===== src/rtl/fetch_stage_if.sv =====
// Instruction-memory request/response bus between the fetch stage and imem.
// Ports: imem_req/imem_addr out of master; imem_ready/imem_rvalid/imem_rdata into master.
interface fetch_stage_if;
   logic        imem_req;
   logic [31:0] imem_addr;
   logic        imem_ready;
   logic        imem_rvalid;
   logic [31:0] imem_rdata;

   modport master (
      output imem_req,
      output imem_addr,
      input  imem_ready,
      input  imem_rvalid,
      input  imem_rdata
   );

   modport slave (
      input  imem_req,
      input  imem_addr,
      output imem_ready,
      output imem_rvalid,
      output imem_rdata
   );
endinterface


===== src/rtl/fetch_stage.sv =====
// RV32I fetch stage with IF/ID register: owns the PC, one outstanding imem request,
// a one-entry hold buffer for decode stalls, and redirects with stale-response dropping.
// Ports: clk, reset (sync, active low), StallD/FlushD from hazard unit,
//   PCSrcE/PCTargetE from execute, imem (master bus), InstrD/PC_nowD/PC_plus4D/validD to decode.
module fetch_stage #(
   parameter logic [31:0] RESET_PC  = 32'h0000_0000,
   parameter logic [31:0] NOP_INSTR = 32'h0000_0013
) (
   input  logic                 clk,
   input  logic                 reset,
   input  logic                 StallD,
   input  logic                 FlushD,
   input  logic                 PCSrcE,
   input  logic [31:0]          PCTargetE,
   fetch_stage_if.master        imem,
   output logic [31:0]          InstrD,
   output logic [31:0]          PC_nowD,
   output logic [31:0]          PC_plus4D,
   output logic                 validD
);

   typedef enum logic [1:0] {
      REQ  = 2'd0,
      WAIT = 2'd1,
      HOLD = 2'd2,
      DROP = 2'd3
   } state_t;

   state_t      state;
   state_t      state_nxt;
   logic [31:0] pc;
   logic [31:0] pc_nxt;
   logic [31:0] pc_plus4;
   logic [31:0] hold_instr;
   logic [31:0] hold_pc;
   logic        hold_load;
   logic        resp;

   assign pc_plus4       = pc + 32'd4;
   assign imem.imem_req  = (state == REQ);
   assign imem.imem_addr = pc;

   // only a response in WAIT belongs to the live request
   assign resp = (state == WAIT) & imem.imem_rvalid;

   always_comb begin
      state_nxt = state;
      pc_nxt    = pc;
      hold_load = 1'b0;
      case (state)
         REQ: begin
            if (imem.imem_ready) state_nxt = WAIT;
         end
         WAIT: begin
            if (imem.imem_rvalid) begin
               pc_nxt = pc_plus4;
               if (StallD) begin
                  state_nxt = HOLD;
                  hold_load = 1'b1;
               end else begin
                  state_nxt = REQ;
               end
            end
         end
         HOLD: begin
            if (!StallD) state_nxt = REQ;
         end
         DROP: begin
            if (imem.imem_rvalid) state_nxt = REQ;
         end
         default: state_nxt = REQ;
      endcase

      // a redirect wins; an accepted or unanswered request becomes stale
      if (PCSrcE) begin
         pc_nxt    = PCTargetE & ~32'h3;
         hold_load = 1'b0;
         case (state)
            REQ:     state_nxt = imem.imem_ready ? DROP : REQ;
            WAIT:    state_nxt = imem.imem_rvalid ? REQ : DROP;
            HOLD:    state_nxt = REQ;
            DROP:    state_nxt = imem.imem_rvalid ? REQ : DROP;
            default: state_nxt = REQ;
         endcase
      end
   end

   always_ff @(posedge clk) begin
      if (!reset) begin
         state <= REQ;
         pc    <= RESET_PC;
      end else begin
         state <= state_nxt;
         pc    <= pc_nxt;
      end
   end

   always_ff @(posedge clk) begin
      if (!reset || PCSrcE) begin
         hold_instr <= 32'd0;
         hold_pc    <= 32'd0;
      end else if (hold_load) begin
         hold_instr <= imem.imem_rdata;
         hold_pc    <= pc;
      end
   end

   always_ff @(posedge clk) begin
      if (!reset) begin
         InstrD    <= NOP_INSTR;
         PC_nowD   <= 32'd0;
         PC_plus4D <= 32'd4;
         validD    <= 1'b0;
      end else if (PCSrcE || FlushD) begin
         InstrD <= NOP_INSTR;
         validD <= 1'b0;
      end else if (!StallD) begin
         if (resp) begin
            InstrD    <= imem.imem_rdata;
            PC_nowD   <= pc;
            PC_plus4D <= pc_plus4;
            validD    <= 1'b1;
         end else if (state == HOLD) begin
            InstrD    <= hold_instr;
            PC_nowD   <= hold_pc;
            PC_plus4D <= hold_pc + 32'd4;
            validD    <= 1'b1;
         end else begin
            InstrD <= NOP_INSTR;
            validD <= 1'b0;
         end
      end
   end

endmodule

===== src/flat_wrapper.sv =====
// flat-port wrapper written by rule: the top's interface ports become plain ports
module fetch_stage_flat 
#(
   parameter logic [31:0] RESET_PC  = 32'h0000_0000,
   parameter logic [31:0] NOP_INSTR = 32'h0000_0013
)
  (clk, reset, StallD, FlushD, PCSrcE, PCTargetE, InstrD, PC_nowD, PC_plus4D, validD, imem_imem_req, imem_imem_addr, imem_imem_ready, imem_imem_rvalid, imem_imem_rdata);
  fetch_stage_if imem_i ();
  input  logic clk;
  input  logic reset;
  input  logic StallD;
  input  logic FlushD;
  input  logic PCSrcE;
  input  logic [31:0] PCTargetE;
  output logic [31:0] InstrD;
  output logic [31:0] PC_nowD;
  output logic [31:0] PC_plus4D;
  output logic validD;
  output wire logic [$bits(imem_i.imem_req)-1:0] imem_imem_req;
  output wire logic [$bits(imem_i.imem_addr)-1:0] imem_imem_addr;
  input wire logic [$bits(imem_i.imem_ready)-1:0] imem_imem_ready;
  input wire logic [$bits(imem_i.imem_rvalid)-1:0] imem_imem_rvalid;
  input wire logic [$bits(imem_i.imem_rdata)-1:0] imem_imem_rdata;
  assign imem_imem_req = imem_i.imem_req;
  assign imem_imem_addr = imem_i.imem_addr;
  assign imem_i.imem_ready = imem_imem_ready;
  assign imem_i.imem_rvalid = imem_imem_rvalid;
  assign imem_i.imem_rdata = imem_imem_rdata;
  fetch_stage #(.RESET_PC(RESET_PC), .NOP_INSTR(NOP_INSTR)) u_core (.clk(clk), .reset(reset), .StallD(StallD), .FlushD(FlushD), .PCSrcE(PCSrcE), .PCTargetE(PCTargetE), .imem(imem_i), .InstrD(InstrD), .PC_nowD(PC_nowD), .PC_plus4D(PC_plus4D), .validD(validD));
endmodule

===== config.mk =====
export PLATFORM = sky130hd
export DESIGN_NAME = fetch_stage_flat
export DESIGN_NICKNAME = d
export VERILOG_FILES = /design/src/rtl/fetch_stage_if.sv /design/src/rtl/fetch_stage.sv /design/src/flat_wrapper.sv
export SDC_FILE = /design/constraint.sdc
export NUM_CORES = 1
export LEC_CHECK = 0
export CORE_MARGIN = 8
export CORE_UTILIZATION = 35
export DETAILED_ROUTE_END_ITERATION = 7
export PLACE_DENSITY = 0.59
export SYNTH_ARGS = -nofsm -noshare
export SYNTH_HDL_FRONTEND = slang
export SYNTH_SLANG_ARGS = --single-unit

===== constraint.sdc =====
create_clock -name clk -period 4.6 [get_ports clk]
set_input_delay 0.92 -clock clk [delete_from_list [all_inputs] [get_ports clk]]
set_output_delay 0.92 -clock clk [all_outputs]
set_load 0.02 [all_outputs]

After elaboration in Yosys (flattened, before gate mapping)
Index checks and enable logic that the tools add are counted.
{"block": "word_totals", "latchBits": 0, "rom_bits": 0, "out_inout_bits": 130, "ramBits": 0, "mem_count": 0, "in_bits": 71, "reg_bits": 195}
{"block": "op_classes", "eq_ne": 7, "n_addsub": 2, "reduce_logical": 14, "n_bitwise": 4, "n_mul": 0, "shifts": 0, "muxes": 25, "div": 0, "n_lt_le_gt_ge": 0}
{"op": "$mux 32", "count": 9}
{"op": "$add 32x3->32 const B", "count": 2}
{"op": "$mux 2", "count": 8}
{"op": "$ne 3x3->1 const B", "count": 3}
{"op": "$pmux 2 s4", "count": 1}
{"op": "$mux 1", "count": 6}
{"op": "$pmux 2 s3", "count": 1}
{"op": "$reduce_bool 2->1", "count": 3}
{"op": "$reduce_or 2->1", "count": 3}
{"op": "$eq 2x2->1 const B", "count": 2}
{"op": "$reduce_and 2->1", "count": 2}
{"op": "$reduce_and 4->1", "count": 1}
{"op": "$ne 3x2->1 const B", "count": 1}
{"op": "$not 1->1", "count": 3}
{"op": "$reduce_and 3->1", "count": 1}
{"op": "$eq 2x1->1 const B", "count": 1}
{"op": "$logic_not 2->1", "count": 1}
{"op": "$logic_or 1x1->1", "count": 2}
{"op": "$and 1x1->1", "count": 1}
{"op": "$logic_not 1->1", "count": 1}

Longest topological paths before layout
{"block": "depth", "ltp_word": 4, "ltp_mapped": 9, "mapped_depth_nobuf": 6}

Worst setup path before layout
OpenSTA, ideal clock, no wires.
{"block": "synth_path", "kind": "input to register", "from": "in StallD", "to": "reg u_core.PC_nowD[17]", "t_arrival_ns": 2.274, "slack_ns": 2.236, "path_stages": 7, "setup_time_ns": 0.091, "path_cell_list": "clkbuf_1 nor3_1 a21boi_1 buf_2 buf_2 nor2_1 a311oi_1"}
{"block": "synth_via", "elab_chain_cells": 2}
{"item": "start: declaration", "line": "flat_wrapper.sv:11", "text": "input logic StallD;"}
{"item": "$not 1->1 (no source line)"}
{"item": "$reduce_and 3->1 (no source line)"}
{"item": "end signal: assignment", "line": "fetch_stage.sv:120", "text": "PC_nowD <= pc;"}
{"item": "end signal: assignment", "line": "fetch_stage.sv:125", "text": "PC_nowD <= hold_pc;"}
{"item": "end: declaration", "line": "fetch_stage.sv:17", "text": "output logic [31:0] PC_nowD,"}
No other way between the ends.
A chain may end at the register's enable or synchronous reset.

Worst setup path after layout
{"block": "layout_path", "from": "reg u_core.pc[7] (netlist: u_core.imem.imem_addr[7])", "to": "reg u_core.PC_plus4D[30]"}
{"block": "layout_via", "elab_chain_cells": 2}
{"item": "start: declaration", "line": "fetch_stage.sv:31", "text": "logic [31:0] pc;"}
{"item": "start signal: assignment", "line": "fetch_stage.sv:94", "text": "pc <= pc_nxt;"}
{"item": "$add 32x3->32", "line": "fetch_stage.sv:39", "text": "assign pc_plus4 = pc + 32'd4;"}
{"item": "$mux 32", "line": "fetch_stage.sv:118", "text": "if (resp) begin"}
{"item": "end signal: assignment", "line": "fetch_stage.sv:121", "text": "PC_plus4D <= pc_plus4;"}
{"item": "end signal: assignment", "line": "fetch_stage.sv:126", "text": "PC_plus4D <= hold_pc + 32'd4;"}
{"item": "end: declaration", "line": "fetch_stage.sv:18", "text": "output logic [31:0] PC_plus4D,"}
No other way between the ends.

==> results.py <==
metrics = {
    "route": {
        "drt_iter0_markers": 609,
        "wl_per_cell_um": 18.65,
        "routed_wl_um": 30500,
        "drtPass1Iterations": 7,
        "via_count": 8745,
        "via_per_inst": 5.349,
        "drc": 0,
        "ant_nets": 0,
    },
    "placement": {
        "place_hpwl_um": 20870,
        "dp.cells": 1603,
        "dpl_cell_area_mm2": 0.01108,
        "gp_congestion": 0.8562,
        "io_buffer_count": 192,
    },
    "worst_setup_path": {
        "worst-r2r-cell-count": 5,
        "critical_path_class": "register to register",
        "cp-start-kind": "register",
        "timing.rr.end": "u_core.PC_plus4D[30]$_SDFFE_PN0P_",
        "critPathArrivalTime_ns": 3.22,
        "critPathMaxFanout": 11,
        "r2r-start": "u_core.imem.imem_addr[7]$_SDFFE_PN0P_",
        "critPathLaunch": "u_core.imem.imem_addr[7]$_SDFFE_PN0P_",
        "end_kind": "register",
        "regToRegSetupSlack_ns": 1.73,
        "worstPathRequired_ns": 4.95,
    },
    "yosys": {
        "yosys_warnings": 0,
        "ys.flop_type": "dfxtp_1",
        "ys_ff_latch": 187,
        "synth_edf_count": 0,
        "synth-async-reset-ratio_pct": 0,
        "syn_inst": 1171,
        "syn_area_per_cell_um2": 7.705,
        "yosysUniqueCellTypes": 60,
        "seq_area_frac_synth_pct": 41.49,
        "netlist_area_mm2": 0.009022,
    },
    "grt": {
        "overflow": 0,
        "grt_pass1_wl_um": 48100,
        "grt_pass1_vias": 8353,
        "met1_usage_pct": 23.77,
        "grt_start_max_net_pins": 69,
        "use_met3_pct": 6.516,
        "antenna_found_initial": 3,
        "grtUsageTotal_pct": 19.20,
        "grtUsageMet2_pct": 31.00,
        "gr-max-usage-layer": "met2",
    },
    "clock_tree": {
        "cts_tree": "yes",
        "cts_hold_buffers": 0,
        "cts.sinks": 187,
        "path_clk_slew_ns": 0.07,
        "clockBufferDepth": 2,
        "post_cts.repair.setup_buffers": 0,
        "numCtsBuffers": 17,
        "clock-root-buffer": "clkbuf_16",
        "htree_num_levels": 4,
        "clk_latency_ns": 0.43,
        "cts_resized": 0,
    },
    "floorplan": {
        "die_h_um": 176.6,
        "io-pin-count": 201,
        "num_rows": 58,
        "design.core.area_mm2": 0.02525,
        "start_util_pct": 35.73,
        "die_w_um": 176.6,
        "die_area_mm2": 0.03117,
    },
    "worst_hold_path": {
        "hp-class": "register to register",
        "holdCritStartpoint": "u_core.PC_plus4D[2]$_SDFFE_PN1P_",
        "whs_path_depth": 2,
        "whs_endpoint": "u_core.PC_plus4D[2]$_SDFFE_PN1P_",
    },
    "timing": {
        "worst_pin_slew_ns": 0.9186,
        "fin_crit_ns": 2.868,
        "finalSetupTns_ns": 0,
        "hold_slack_ns": 0.4454,
        "final_max_slew_viol_count": 0,
        "finalSetupViolations": 0,
        "slew_headroom_pct": 38.20,
        "rsz0062_at_grt": "no",
        "max_freq_ghz": 0.3487,
        "finalCritPeriodShare_pct": 62.34,
        "skew_ns": 0.01187,
        "hold_violations": 0,
    },
    "cells_and_area": {
        "area_growth_syn_to_layout_pct": 29.72,
        "fill_cells": 2523,
        "drive_gt1_share_pct": 5.679,
        "final_cell_area_mm2": 0.01170,
        "fin_cells": 1635,
        "fin_nets": 1365,
    },
    "power_and_ir_drop": {
        "ir_drop_mv": 0.1962,
        "power.switching_uw": 932.2,
        "cellPowerDensity_mw_per_mm2": 312.7,
        "seqPwrFrac_pct": 46.7,
        "p_clk_share_pct": 43.0,
        "p_leak_nw": 3.704,
        "intPower_mw": 2.727,
        "p_comb_share_pct": 10.2,
        "switching_share_pct": 25.47,
    },
    "job": {
        "maxCapViolCount": 0,
    },
    "outcome": {
        "status": "finished, final reports clean",
    },
}
-- layer usage --
| metal | up-vias | wire, um |
|---|---|---|
| li1 | 4317 | - |
| met1 | 4111 | 13080 |
| met2 | 270 | 14280 |
| met3 | 43 | 2612 |
| met4 | 4 | 495 |
| met5 | - | 27 |
-- area by class of cell --
type,instances,area (um2),area share [%]
antenna,2,5.005,0.04276
clock buffer,17,425.4,3.635
clock inverter,13,188.9,1.614
inverter,6,22.52,0.1924
multi-input combinational,867,4806,41.06
sequential,187,3744,31.99
tap,330,412.9,3.528
timing repair buffer,213,2100,17.94
-- metrics by stage --
stage	power, mW	setup slack [ns]	util (%)
3_3_place_gp	2.123	1.347	43.89
6_report	3.660	1.732	46.34
4_1_cts	3.706	1.761	46.32
2_1_floorplan	1.940	2.236	-
5_1_grt	3.798	1.557	46.33
3_5_place_dp	2.126	1.295	43.89
-- logic make-up after synthesis --
logic type,synth area share (%)
AND/OR/NAND/NOR,26.09
AO/OA/AOI/OAI,19.04
flip-flops,41.49
buffers and inverters,5.810
XOR/XNOR,6.019
multiplexers,1.234
adder cells (fa/ha/maj),0.2773
other,0.04156
-- state kept, by name (all words and copies together), names as in the netlist --
name / count
u_core.PC_nowD: 30
u_core.hold_pc: 30
u_core.validD: 1
u_core.InstrD: 32
u_core.imem.imem_addr: 30
u_core.hold_instr: 32
u_core.PC_plus4D: 30
u_core.state: 2
-- cells in the final DEF, fill, tap and decap left out, types with 6 or more instances in the layout --
cell	instances
a211oi_1	13
a21oi_1	123
a22oi_1	29
a311oi_1	31
and2_1	8
and3_1	7
and4_1	7
buf_4	19
clkbuf_16	17
clkdlybuf4s50_1	191
conb_1	6
dfxtp_1	187
mux2i_1	10
nand2_1	230
nand2b_1	6
nand3_1	36
nand4_1	26
nor2_1	116
nor3_1	31
nor4_1	15
o211ai_1	8
o21ai_0	38
or3_1	8
xnor2_1	24
xor2_1	38
-- cells in the mapped netlist (13+ instances only) --
| cell type | number | area, um2 |
|---|---|---|
| dfxtp_1 | 187 | 3744 |
| a211oi_1 | 13 | 97.59 |
| nor3_1 | 31 | 155.2 |
| buf_2 | 20 | 100.1 |
| nand3_1 | 37 | 185.2 |
| xnor2_1 | 24 | 210.2 |
| nand4_1 | 26 | 162.7 |
| nor4_1 | 15 | 93.84 |
| o21ai_0 | 39 | 195.2 |
| clkbuf_1 | 73 | 274.0 |
| a311oi_1 | 31 | 271.5 |
| a21oi_1 | 123 | 615.6 |
| nor2_1 | 117 | 439.2 |
| nand2_1 | 231 | 867.1 |
| xor2_1 | 38 | 332.8 |
| a22oi_1 | 29 | 217.7 |
-- critical path, cell delays in order (launching register included) --
cell and delay [ns]:
dfxtp_1 0.56, nand4_1 0.60, nor4_1 0.98, nand3_1 0.18, xor2_1 0.20, a221oi_2 0.27
-- worst max path at each step --
| stage | end | slack (ns) | cells past startpoint |
|---|---|---|---|
| finish | u_core.PC_plus4D[30]$_SDFFE_PN0P_ | 1.73 | 5 |
| global route | u_core.PC_plus4D[24]$_SDFFE_PN0P_ | 1.56 | 5 |
| CTS | u_core.PC_plus4D[24]$_SDFFE_PN0P_ | 1.76 | 7 |
| detailed placement | u_core.PC_nowD[2]$_SDFFE_PN0P_ | 1.30 | 7 |
| global placement | u_core.PC_plus4D[24]$_SDFFE_PN0P_ | 1.35 | 7 |
| floorplan | u_core.PC_nowD[17]$_SDFFE_PN0P_ | 2.24 | 7 |
-- power by group through the flow --
stage	Combinational, mW	Sequential (mW)	Clock [mW]
4_1_cts	0.379	1.71	1.62
2_1_floorplan	0.196	1.74	0
3_5_place_dp	0.378	1.75	0
5_1_grt	0.406	1.72	1.67
6_report	0.375	1.71	1.57
3_3_place_gp	0.376	1.75	0
Power figures use the tool's default switching activity.
